==> src/rtl/seq_divider.sv <==
// Iterative restoring divider: 16-bit dividend / 8-bit divisor, one quotient bit per clock.
// Define SEQ_DIV_EARLY_OUT_EN to finish D==0 and N<D operations without the CALC phase.
module seq_divider (
  input  logic        clk,
  input  logic        rst_n,
  input  logic        in_valid,
  output logic        in_ready,
  input  logic [15:0] dividend,
  input  logic [7:0]  divisor,
  output logic        out_valid,
  input  logic        out_ready,
  output logic [15:0] quotient,
  output logic [7:0]  remainder,
  output logic        dz,
  output logic        ovf
);

  typedef enum logic [1:0] {IDLE, CALC, DONE} state_t;

  state_t      state_q, state_d;
  logic [15:0] n_q, n_d;
  logic [7:0]  d_q, d_d;
  logic [8:0]  r_q, r_d;
  logic [15:0] q_q, q_d;
  logic [3:0]  cnt_q, cnt_d;
  logic [15:0] quot_q, quot_d;
  logic [7:0]  rem_q, rem_d;
  logic        dz_q, dz_d;
  logic        ovf_q, ovf_d;

  logic [8:0]  r_shift, r_step;
  logic        q_bit;
  logic [15:0] q_step;

  // One restoring step: r stays below D, so the shifted value fits in 9 bits.
  always_comb begin
    r_shift = {r_q[7:0], n_q[15]};
    q_bit   = (r_shift >= {1'b0, d_q});
    r_step  = q_bit ? (r_shift - {1'b0, d_q}) : r_shift;
    q_step  = {q_q[14:0], q_bit};
  end

  assign in_ready  = (state_q == IDLE) && rst_n;
  assign out_valid = (state_q == DONE);
  assign quotient  = quot_q;
  assign remainder = rem_q;
  assign dz        = dz_q;
  assign ovf       = ovf_q;

  always_comb begin
    // NOTE: every signal gets its hold value first so no path leaves it unassigned (no latches).
    state_d = state_q;
    n_d     = n_q;
    d_d     = d_q;
    r_d     = r_q;
    q_d     = q_q;
    cnt_d   = cnt_q;
    quot_d  = quot_q;
    rem_d   = rem_q;
    dz_d    = dz_q;
    ovf_d   = ovf_q;

    unique case (state_q)
      IDLE: begin
        if (in_valid && in_ready) begin
          n_d     = dividend;
          d_d     = divisor;
          r_d     = '0;
          q_d     = '0;
          cnt_d   = '0;
          state_d = CALC;
`ifdef SEQ_DIV_EARLY_OUT_EN
          if (divisor == 8'h00) begin
            state_d = DONE;
            quot_d  = 16'hFFFF;
            rem_d   = 8'hFF;
            dz_d    = 1'b1;
            ovf_d   = 1'b1;
          end else if (dividend < {8'h00, divisor}) begin
            state_d = DONE;
            quot_d  = '0;
            rem_d   = dividend[7:0];
            dz_d    = 1'b0;
            ovf_d   = 1'b0;
          end
`endif
        end
      end

      CALC: begin
        n_d   = {n_q[14:0], 1'b0};
        r_d   = r_step;
        q_d   = q_step;
        cnt_d = cnt_q + 4'd1;
        if (cnt_q == 4'd15) begin
          state_d = DONE;
          if (d_q == 8'h00) begin
            quot_d = 16'hFFFF;
            rem_d  = 8'hFF;
            dz_d   = 1'b1;
            ovf_d  = 1'b1;
          end else begin
            quot_d = q_step;
            rem_d  = r_step[7:0];
            dz_d   = 1'b0;
            ovf_d  = |q_step[15:8];
          end
        end
      end

      DONE: begin
        if (out_ready) state_d = IDLE;
      end

      default: state_d = IDLE;
    endcase
  end

  // NOTE: sequential state uses non-blocking assignments so all flops update from pre-edge values.
  always_ff @(posedge clk) begin
    if (!rst_n) begin
      state_q <= IDLE;
      cnt_q   <= '0;
      quot_q  <= '0;
      rem_q   <= '0;
      dz_q    <= 1'b0;
      ovf_q   <= 1'b0;
    end else begin
      state_q <= state_d;
      cnt_q   <= cnt_d;
      quot_q  <= quot_d;
      rem_q   <= rem_d;
      dz_q    <= dz_d;
      ovf_q   <= ovf_d;
    end
  end

  // NOTE: working datapath registers carry no reset; they are always loaded on accept before use.
  always_ff @(posedge clk) begin
    n_q <= n_d;
    d_q <= d_d;
    r_q <= r_d;
    q_q <= q_d;
  end

endmodule

==> config.mk <==
export PLATFORM = sky130hd
export DESIGN_NAME = seq_divider
export DESIGN_NICKNAME = d
export VERILOG_FILES = /design/src/rtl/seq_divider.sv
export SDC_FILE = /design/constraint.sdc
export NUM_CORES = 1
export LEC_CHECK = 0
export ABC_AREA = 1
export BUFFER_PORTS_ARGS = -buffer_cell sky130_fd_sc_hd__buf_2
export CORE_ASPECT_RATIO = 1.5
export CORE_UTILIZATION = 35
export DETAILED_ROUTE_END_ITERATION = 8
export HOLD_SLACK_MARGIN = 0.08
export SLEW_MARGIN = 25
export SYNTH_ARGS = -nofsm -noshare
export SYNTH_HDL_FRONTEND = slang
export SYNTH_SLANG_ARGS = --single-unit
==> constraint.sdc <==
create_clock -name clk -period 2.4 [get_ports clk]
set_clock_uncertainty 0.05 [all_clocks]
set_input_delay 0.48 -clock clk [delete_from_list [all_inputs] [get_ports clk]]
set_output_delay 0.48 -clock clk [all_outputs]
set_load 0.01 [all_outputs]
==> reports/summary.txt, run 1 <==
ROUTE
-----------------------------------------------------------------------------------------------
Vias                                                                                       2797
Routed WL per cell                                                                      13.1 um
Number of antenna-violating nets in the routed design                                         0
Routed Wire Length                                                                      7830 um
DR vias/cell                                                                               4.69
DRC Markers                                                                                   0
Number of DRC violations after detailed-routing iteration 0                                 137
Total iterations of the first detailed-routing run                                            4

GRT
-----------------------------------------------------------------------------------------------
Wire length of the first global-routing pass                                           13200 um
Antenna violations before repair                                                              0
Total routing usage reported by global routing                                            0.161
Largest net degree at the start of global routing                                            26
Congestion Overflow GR                                                                        0
Via count of the first global-routing pass                                                 2870

CRITICAL PATH
-----------------------------------------------------------------------------------------------
Cell family with the largest share of critical-path delay                          simple AND/OR/NAND/NOR gates
Count of buffering cells on the critical path with inverters included                         0
Start-to-end type of the worst setup path                                            reg -> reg
Max FO, Critical Path                                                                        10
Data required time of the worst path                                                    2.42 ns
CP startpoint kind                                                                    flip-flop
CP cell instances                                                                  ha_1, nand2_1, nand2_1, nand2_1, nand2_1, nor2_4, nand2_4, nand2_1, a21oi_1
Cell seen most often among critical-path stages                                    sky130_fd_sc_hd__nand2_1
Critical path endpoint category                                                       flip-flop
Slowest library cell on the worst path                                             sky130_fd_sc_hd__edfxtp_1
Maximum cell stage delay along the critical path                                        0.45 ns
Worst endpoint data arrival time                                                        2.04 ns

SYNTHESIS
-----------------------------------------------------------------------------------------------
Cell Area, Synth                                                                      3630 um^2
Share of the synthesized area in the top cell type                                        0.388
Count of flip-flops with a built-in enable after synthesis                                   47
Mean instance size in the synthesized netlist                                         8.73 um^2
Cell count after synthesis                                                                  416
Post-synth net total                                                                        454
Number of warnings reported in the yosys synthesis log                                        0
Main flop type after synthesis                                                     sky130_fd_sc_hd__edfxtp_1
Portion of the post-synthesis area used by sequential elements                            0.565
Cell type with the largest total area after synthesis                              sky130_fd_sc_hd__edfxtp_1
Top cells by area in the synthesized netlist                                       sky130_fd_sc_hd__edfxtp_1 (39%), sky130_fd_sc_hd__dfxtp_1 (18%), sky130_fd_sc_hd__nand2_1 (11%)
Number of distinct library cells after synthesis                                             28
Library cell with the highest instance count after synthesis                       sky130_fd_sc_hd__nand2_1
Share of async-settable or async-resettable flops after synthesis                             0
Synth cell count leaders                                                           sky130_fd_sc_hd__nand2_1 (109), sky130_fd_sc_hd__inv_1 (71), sky130_fd_sc_hd__nor2_1 (49)
Synthesized flop and latch total                                                             79

CTS
-----------------------------------------------------------------------------------------------
CTS Buffer Depth                                                                              2
Gates resized, CTS repair                                                                     0
Total clock sinks                                                                            79
TritonCTS clock tree                                                                       done
Count of buffers added by post-CTS timing repair for setup                                    0
Clock latency on the worst-skew pair                                                    0.34 ns
H-tree Lvls                                                                                   3
CTS Root Cell                                                                      sky130_fd_sc_hd__clkbuf_16
Number of clock buffers inserted by TritonCTS                                                 9
CTS hold repair buffers                                                                       0
Clock input transition at the sequential cells of the worst setup and hold paths        0.06 ns

FINISH
-----------------------------------------------------------------------------------------------
Number of nets in the final layout                                                          513
Final Cell Area                                                                       4330 um^2
Final core utilization                                                                    0.427
Share of post-route cells with drive strength above 1                                     0.185
Relative area change from synthesis to final layout                                       19.0%
Antenna fix cells                                                                             0

FLOORPLAN
-----------------------------------------------------------------------------------------------
CORE AREA                                                                            10100 um^2
Die span in x                                                                           85.2 um
Die outline area                                                                     10800 um^2
Die Ht                                                                                   127 um
Std cell rows                                                                                45
Number of top-level pins                                                                     56
Starting density of the core                                                              0.359

TIMING
-----------------------------------------------------------------------------------------------
Final sum of negative setup slack                                                          0 ns
Final-report max-slew violation count                                                         0
Final Hold Fails                                                                              0
RSZ-0062 raised after global routing                                                         no
Slew HR                                                                                   0.628
Time the final worst path needs with I/O delays and setup                               2.02 ns
Final worst path period share                                                             0.842
Slew of the pin with the lowest slew margin                                            0.558 ns
Final setup vio count                                                                         0
Highest clock rate                                                                      495 MHz

PLACEMENT
-----------------------------------------------------------------------------------------------
Instance area after placement                                                         4050 um^2
Placed wire-length estimate                                                             5720 um
Port buffer count                                                                            55
Placer Congestion                                                                         0.869

PWR
-----------------------------------------------------------------------------------------------
Highest ir drop seen on vdd                                                          0.000388 V
Sw Pwr                                                                               0.000805 W
Sequential share of power                                                                 0.494
Total Power Consumption                                                               0.00315 W
Logic gate share of total power                                                           0.108
Total power density per cell area                                                   728 nW/um^2
Relative contribution of the clock network to total power                                 0.398
Reported leakage power                                                                  2.12 nW
Total internal power                                                                  0.00234 W
Switching Fraction                                                                        0.256

FLOW RUN
-----------------------------------------------------------------------------------------------
Max_cap viols                                                                                 0

RUN STATUS
-----------------------------------------------------------------------------------------------
Outcome                                                                            finished, final reports clean

MIN PATH
-----------------------------------------------------------------------------------------------
Path class of the lowest-slack min-delay path                                         in -> reg

final timing paths:
kind                    from        to  slack, ns  depth (start not counted)
hold / removal    divisor[7]    d_q[7]       0.26                          1
setup reg to reg      r_q[5]    r_q[6]       0.38                          9
setup / recovery      r_q[5]    r_q[6]       0.38                          9
hold reg to reg     cnt_q[3]  cnt_q[3]       0.43                          2
layer usage:
metal  routed length (um)  vias to the layer above  track usage
li1                     -                     1443            -
met1                 3280                     1292        0.175
met2                 3990                       46        0.280
met3                  298                       16       0.0462
met4                  261                        0       0.0867
met5                    0                        -            0
flip-flops by register name, summed over array words and instances (netlist names), 2 cells and up:
register and flops:
n_q 16, quotient 16, q_q 15, d_q 8
r_q 8, remainder 8, cnt_q 4, state_q 2
placed cells by master (no fill, tap or decap), types with 2 or more instances in the layout:
cell                        instances
sky130_fd_sc_hd__xnor2_1            2
sky130_fd_sc_hd__nor3_1             3
sky130_fd_sc_hd__buf_2             55
sky130_fd_sc_hd__clkbuf_16          9
sky130_fd_sc_hd__o21ai_0            7
sky130_fd_sc_hd__inv_1             71
sky130_fd_sc_hd__ha_1               9
sky130_fd_sc_hd__buf_4              6
sky130_fd_sc_hd__nand3_1           25
sky130_fd_sc_hd__nand4_1            3
sky130_fd_sc_hd__edfxtp_1          47
sky130_fd_sc_hd__nor2_4             2
sky130_fd_sc_hd__a21oi_1           17
sky130_fd_sc_hd__dfxtp_1           32
sky130_fd_sc_hd__nor2_1            48
sky130_fd_sc_hd__o211ai_1          14
sky130_fd_sc_hd__nand2_1          108
sky130_fd_sc_hd__nand2_2            4
sky130_fd_sc_hd__clkinv_4           4
power groups by stage:
stage | combinational, W | sequential, W | clock (W)
2_1_floorplan | 0.000244 | 0.00157 | 0
3_3_place_gp | 0.000336 | 0.00158 | 0
3_5_place_dp | 0.000342 | 0.00158 | 0
4_1_cts | 0.000345 | 0.00155 | 0.00130
5_1_grt | 0.000390 | 0.00156 | 0.00134
6_report | 0.000339 | 0.00155 | 0.00125
metrics by stage:
step	worst slack, ns	std cells	hold WS (ns)
floorplan	0.221	416	0.391
global placement	0.375	581	0.406
detailed placement	0.389	581	0.419
CTS	0.369	597	0.244
global route	0.142	597	0.250
finish	0.378	597	0.263
logic make-up after synthesis:
kind of cell / Yosys count / share of synthesized area
AO/OA/AOI/OAI: 39 / 0.0637
XOR/XNOR: 3 / 0.00723
adder cells (fa/ha/maj): 10 / 0.0365
buffers and inverters: 86 / 0.0950
flip-flops: 79 / 0.565
AND/OR/NAND/NOR: 199 / 0.233
area by class of cell:
class                           count  area, um^2
Clock buffer                       10         229
Tap cell                          117         146
Timing Repair Buffer               62         340
Fill cell                        1044        5810
Inverter                           72         270
Multi-Input combinational cell    251        1240
Sequential cell                    79        2050
Clock inverter                      6        46.3
No activity file was read; power rests on OpenSTA's default activity.
==> inputs of run 2 (changes only) <==
Clock period 2.4 ns to 2.1 ns, I/O delays scaled along.
==> reports/summary.txt, run 2 (same netlist as run 1, synthesis figures left out) <==
PWR
-----------------------------------------------------------------------------------------------
Total power density per cell area                                                   851 nW/um^2
Reported leakage power                                                                  2.16 nW
Highest ir drop seen on vdd                                                          0.000412 V

FLOORPLAN
-----------------------------------------------------------------------------------------------
Number of top-level pins                                                                     56
Die span in x                                                                           85.2 um
CORE AREA                                                                            10100 um^2
Std cell rows                                                                                45
Die Ht                                                                                   127 um
Starting density of the core                                                              0.359
Die outline area                                                                     10800 um^2

ROUTE
-----------------------------------------------------------------------------------------------
DRC Markers                                                                                   0
Vias                                                                                       2919
Routed WL per cell                                                                      14.0 um
DR vias/cell                                                                               4.87
Routed Wire Length                                                                      8400 um
Number of antenna-violating nets in the routed design                                         0
Number of DRC violations after detailed-routing iteration 0                                 126
Total iterations of the first detailed-routing run                                            4

CRITICAL PATH
-----------------------------------------------------------------------------------------------
Critical Path Source                                                                     d_q[2]
CP startpoint kind                                                                    flip-flop
Stages on the worst setup path                                                                9
Reg-to-reg setup timing slack                                                           0.12 ns
CP cell instances                                                                  inv_1, ha_1, or2_4, nand3_2, nand2_2, nand2_4, nand2_4, nand2_1, a21oi_1
Cell family with the largest share of critical-path delay                          simple AND/OR/NAND/NOR gates
Data required time of the worst path                                                    2.13 ns
Maximum cell stage delay along the critical path                                        0.38 ns
Destination of the worst register-to-register timing path                                r_q[2]
Max FO, Critical Path                                                                        10
Cell seen most often among critical-path stages                                    sky130_fd_sc_hd__nand2_4
Critical path endpoint category                                                       flip-flop
Origin of the critical flop-to-flop path                                                 d_q[2]
Start-to-end type of the worst setup path                                            reg -> reg
Endpoint of the worst setup timing path                                                  r_q[2]
Worst endpoint data arrival time                                                        2.01 ns
Number of cells traversed by the worst register-to-register path                              9
Slowest library cell on the worst path                                             sky130_fd_sc_hd__edfxtp_1
Count of buffering cells on the critical path with inverters included                         1

MIN PATH
-----------------------------------------------------------------------------------------------
Path class of the lowest-slack min-delay path                                         in -> reg

TIMING
-----------------------------------------------------------------------------------------------
Final Hold Fails                                                                              0
Final-report max-slew violation count                                                         0
Final setup vio count                                                                         0
Final worst path period share                                                             0.944
Highest clock rate                                                                      504 MHz
Time the final worst path needs with I/O delays and setup                               1.98 ns
Worst Hold Slack                                                                       0.206 ns
Slew of the pin with the lowest slew margin                                            0.581 ns
Slew HR                                                                                   0.612
Final sum of negative setup slack                                                          0 ns
RSZ-0062 raised after global routing                                                         no

GRT
-----------------------------------------------------------------------------------------------
Wire length of the first global-routing pass                                           13900 um
Largest net degree at the start of global routing                                            25
Antenna violations before repair                                                              0
Congestion Overflow GR                                                                        0
Via count of the first global-routing pass                                                 3021
Total routing usage reported by global routing                                            0.169

FINISH
-----------------------------------------------------------------------------------------------
Leading cell types in the layout, fill and taps excluded                           sky130_fd_sc_hd__nand2_1 (108), sky130_fd_sc_hd__inv_1 (71), sky130_fd_sc_hd__buf_2 (55)
Share of post-route cells with drive strength above 1                                     0.205
Relative area change from synthesis to final layout                                       22.8%
Antenna fix cells                                                                             0
Number of nets in the final layout                                                          516
Most common cell after layout, fill and taps aside                                 sky130_fd_sc_hd__nand2_1

CTS
-----------------------------------------------------------------------------------------------
TritonCTS clock tree                                                                       done
Total clock sinks                                                                            79
CTS hold repair buffers                                                                       0
Number of clock buffers inserted by TritonCTS                                                 9
H-tree Lvls                                                                                   3
CTS Buffer Depth                                                                              2
Clock input transition at the sequential cells of the worst setup and hold paths        0.06 ns
Clock latency on the worst-skew pair                                                    0.34 ns
Count of buffers added by post-CTS timing repair for setup                                    0
CTS Root Cell                                                                      sky130_fd_sc_hd__clkbuf_16

FLOW RUN
-----------------------------------------------------------------------------------------------
Max_cap viols                                                                                 0

RUN STATUS
-----------------------------------------------------------------------------------------------
Outcome                                                                            finished, final reports clean

PLACEMENT
-----------------------------------------------------------------------------------------------
Port buffer count                                                                            55
Placed wire-length estimate                                                             6050 um
Placer Congestion                                                                         0.902

run 2: stage by stage:
stage | utilization | total power (W) | cells | setup slack (ns) | cell area, um^2
2_1_floorplan | - | 0.00207 | 416 | 0.191 | 3640
3_3_place_gp | 0.404 | 0.00221 | 583 | 0.0729 | 4100
3_5_place_dp | 0.404 | 0.00222 | 583 | 0.0428 | 4100
4_1_cts | 0.434 | 0.00382 | 599 | 0.0306 | 4400
5_1_grt | 0.440 | 0.00396 | 600 | 0.0172 | 4460
6_report | 0.440 | 0.00380 | 600 | 0.117 | 4460
run 2: per-layer routing:
| layer | wire [um] | share of wire | track usage | up-vias |
|---|---|---|---|---|
| met5 | 0 | 0 | 0 | - |
| met4 | 357 | 0.043 | 0.110 | 0 |
| met3 | 322 | 0.038 | 0.0377 | 28 |
| met2 | 4470 | 0.53 | 0.300 | 75 |
| met1 | 3250 | 0.39 | 0.178 | 1366 |
| li1 | - | - | - | 1450 |
run 2: power by group:
part,internal [W],switching [W],total (W)
clock,0.000958,0.000629,0.00159
sequential,0.00174,0.0000378,0.00178
combinational,0.000154,0.000277,0.000431
run 2: worst min path at each step:
stage          startpoint        to  cells past startpoint
6_report       divisor[6]    d_q[6]                      1
5_1_grt        divisor[1]    d_q[1]                      1
4_1_cts        divisor[6]    d_q[6]                      1
3_5_place_dp     cnt_q[3]  cnt_q[3]                      2
3_3_place_gp     cnt_q[3]  cnt_q[3]                      2
2_1_floorplan    cnt_q[3]  cnt_q[3]                      2
run 2: worst reg2reg max path, stage by stage, from the launching register on:
cell and delay (ns):
sky130_fd_sc_hd__edfxtp_1 0.38, sky130_fd_sc_hd__inv_1 0.13, sky130_fd_sc_hd__ha_1 0.31, sky130_fd_sc_hd__or2_4 0.27, sky130_fd_sc_hd__nand3_2 0.09, sky130_fd_sc_hd__nand2_2 0.07, sky130_fd_sc_hd__nand2_4 0.13, sky130_fd_sc_hd__nand2_4 0.11
sky130_fd_sc_hd__nand2_1 0.11, sky130_fd_sc_hd__a21oi_1 0.07
run 2: cell type report:
class,count,area [um^2]
Clock inverter,6,68.8
Clock buffer,10,239
Tap cell,117,146
Multi-Input combinational cell,252,1310
Inverter,72,270
Fill cell,1019,5670
Sequential cell,79,2050
Timing Repair Buffer,64,380
run 2: what timing repair did:
action | CTS | global route
hold endpoints to repair | 0 | 0
endpoints found under the setup margin | 0 | 16
resized for setup | 0 | 7
==> inputs of run 3 (changes only) <==
Settings changed: CORE_ASPECT_RATIO 1.5 to not set, CTS_BUF_LIST set to sky130_fd_sc_hd__clkbuf_8 sky130_fd_sc_hd__clkbuf_16.
==> reports/summary.txt, run 3 (same netlist as run 1, synthesis figures left out) <==
FLOW RUN
-----------------------------------------------------------------------------------------------
Max_cap viols                                                                                 0

GRT
-----------------------------------------------------------------------------------------------
Congestion Overflow GR                                                                        0
Largest net degree at the start of global routing                                            27
Wire length of the first global-routing pass                                           12400 um
Antenna violations before repair                                                              0
Via count of the first global-routing pass                                                 2746
Total routing usage reported by global routing                                            0.144

CRITICAL PATH
-----------------------------------------------------------------------------------------------
Worst endpoint data arrival time                                                        1.98 ns
Start-to-end type of the worst setup path                                            reg -> reg
Cell seen most often among critical-path stages                                    sky130_fd_sc_hd__nor2_4
CP cell instances                                                                  ha_1, nand2_1, nor2_1, inv_1, nor2_4, nor2_4, buf_4, nand3_1, a21oi_1
Slowest library cell on the worst path                                             sky130_fd_sc_hd__edfxtp_1
Data required time of the worst path                                                    2.13 ns
Max FO, Critical Path                                                                         5
CP startpoint kind                                                                    flip-flop
Maximum cell stage delay along the critical path                                        0.42 ns
Critical path endpoint category                                                       flip-flop

FINISH
-----------------------------------------------------------------------------------------------
Share of post-route cells with drive strength above 1                                     0.198
Area taken by flip-flops and latches                                                  2050 um^2
Number of nets in the final layout                                                          519
Antenna fix cells                                                                             0
Final core utilization                                                                    0.438
Fillers                                                                                    1009
Leading cell types in the layout, fill and taps excluded                           sky130_fd_sc_hd__nand2_1 (108), sky130_fd_sc_hd__inv_1 (71), sky130_fd_sc_hd__buf_2 (55)
Most common cell after layout, fill and taps aside                                 sky130_fd_sc_hd__nand2_1
Relative area change from synthesis to final layout                                       19.3%
Area used by multi-input combinational logic                                          1250 um^2

FLOORPLAN
-----------------------------------------------------------------------------------------------
Starting density of the core                                                              0.367
Die Ht                                                                                   104 um
CORE AREA                                                                             9910 um^2
Die outline area                                                                     10800 um^2
Std cell rows                                                                                36
Number of top-level pins                                                                     56
Die span in x                                                                            104 um

ROUTE
-----------------------------------------------------------------------------------------------
Routed WL per cell                                                                      11.8 um
Number of antenna-violating nets in the routed design                                         0
DRC Markers                                                                                   0
DR vias/cell                                                                               4.52
Total iterations of the first detailed-routing run                                            4
Routed Wire Length                                                                      7320 um
Vias                                                                                       2800
Number of DRC violations after detailed-routing iteration 0                                 108

CTS
-----------------------------------------------------------------------------------------------
Clock input transition at the sequential cells of the worst setup and hold paths        0.08 ns
TritonCTS clock tree                                                                       done
Gates resized, CTS repair                                                                     0
CTS Buffer Depth                                                                              2
H-tree Lvls                                                                                   3
CTS Root Cell                                                                      sky130_fd_sc_hd__clkbuf_8
Total clock sinks                                                                            79
Number of clock buffers inserted by TritonCTS                                                 9
Clock latency on the worst-skew pair                                                    0.36 ns

TIMING
-----------------------------------------------------------------------------------------------
Highest clock rate                                                                      513 MHz
Final sum of negative setup slack                                                          0 ns
Time the final worst path needs with I/O delays and setup                               1.95 ns
Final setup vio count                                                                         0
Final Hold Fails                                                                              0
RSZ-0062 raised after global routing                                                         no
Final worst path period share                                                             0.928
Final-report max-slew violation count                                                         0
Slew of the pin with the lowest slew margin                                            0.373 ns
Slew HR                                                                                   0.751

PWR
-----------------------------------------------------------------------------------------------
Reported leakage power                                                                  2.12 nW
Highest ir drop seen on vdd                                                          0.000371 V
Total power density per cell area                                                   769 nW/um^2

RUN STATUS
-----------------------------------------------------------------------------------------------
Outcome                                                                            finished, final reports clean

MIN PATH
-----------------------------------------------------------------------------------------------
Path class of the lowest-slack min-delay path                                         in -> reg

PLACEMENT
-----------------------------------------------------------------------------------------------
Placer Congestion                                                                         0.859
Port buffer count                                                                            55
Placed wire-length estimate                                                             5280 um

run 3: changes by cell type in the layout (fill, tap and decap cells not counted), sizes merged:
cell,before,now
clkinvlp,1,0
buf,64,68
clkbuf,10,9
inv,73,75
nor2,52,51
run 3: worst paths after layout:
kind | endpoint | slack, ns | from | cells past startpoint
worst max-delay path | r_q[0] | 0.15 | r_q[3] | 9
worst min-delay path | d_q[7] | 0.19 | divisor[7] | 1
worst max register to register | r_q[0] | 0.15 | r_q[3] | 9
worst min register to register | cnt_q[3] | 0.43 | cnt_q[3] | 2
run 3: stage by stage:
| step | hold WS (ns) | total power, W | cells | setup slack (ns) | area (um^2) |
|---|---|---|---|---|---|
| 2_1_floorplan | 0.391 | 0.00207 | 416 | 0.191 | 3640 |
| 3_3_place_gp | 0.399 | 0.00219 | 600 | 0.213 | 4110 |
| 3_5_place_dp | 0.409 | 0.00220 | 600 | 0.155 | 4110 |
| 4_1_cts | 0.178 | 0.00337 | 616 | 0.140 | 4310 |
| 5_1_grt | 0.178 | 0.00349 | 619 | 0.00975 | 4340 |
| 6_report | 0.192 | 0.00333 | 619 | 0.151 | 4340 |
run 3: metal layers:
layer,vias to the layer above,GRT usage,routed length [um],part of all wire
met1,1269,0.171,3330,0.46
li1,1458,-,-,-
met2,61,0.243,3500,0.48
met4,0,0.0673,148,0.020
met3,12,0.0376,331,0.045
met5,-,0,0,0
run 3: cell type report:
| type | instances | area share |
|---|---|---|
| multi-input combinational | 251 | 0.287 |
| tap | 133 | 0.0384 |
| clock inverter | 7 | 0.0182 |
| sequential | 79 | 0.473 |
| inverter | 72 | 0.0623 |
| timing repair buffer | 68 | 0.0918 |
| clock buffer | 9 | 0.0286 |
run 3: what timing repair did:
action,4_1_cts,5_1_grt
buffers inserted,0,3
hold endpoints to repair,0,0
endpoints found under the setup margin,0,7
hold buffers,0,0
run 3: critical path: cells and delay by family (launching register included):
kind,cells,cell delay (ns)
AOI/OAI and AO/OA,1,0.08
adders and majority gates,1,0.37
and+or+nand+nor,5,0.53
buffers and inverters,2,0.24
DFF,1,0.42
run 3: report_power, final:
| group | internal, W | total [W] | switching, W | leakage (nW) |
|---|---|---|---|---|
| clock | 0.000564 | 0.00116 | 0.000597 | 0.106 |
| sequential | 0.00174 | 0.00177 | 0.0000309 | 0.714 |
| combinational | 0.000147 | 0.000404 | 0.000258 | 1.30 |
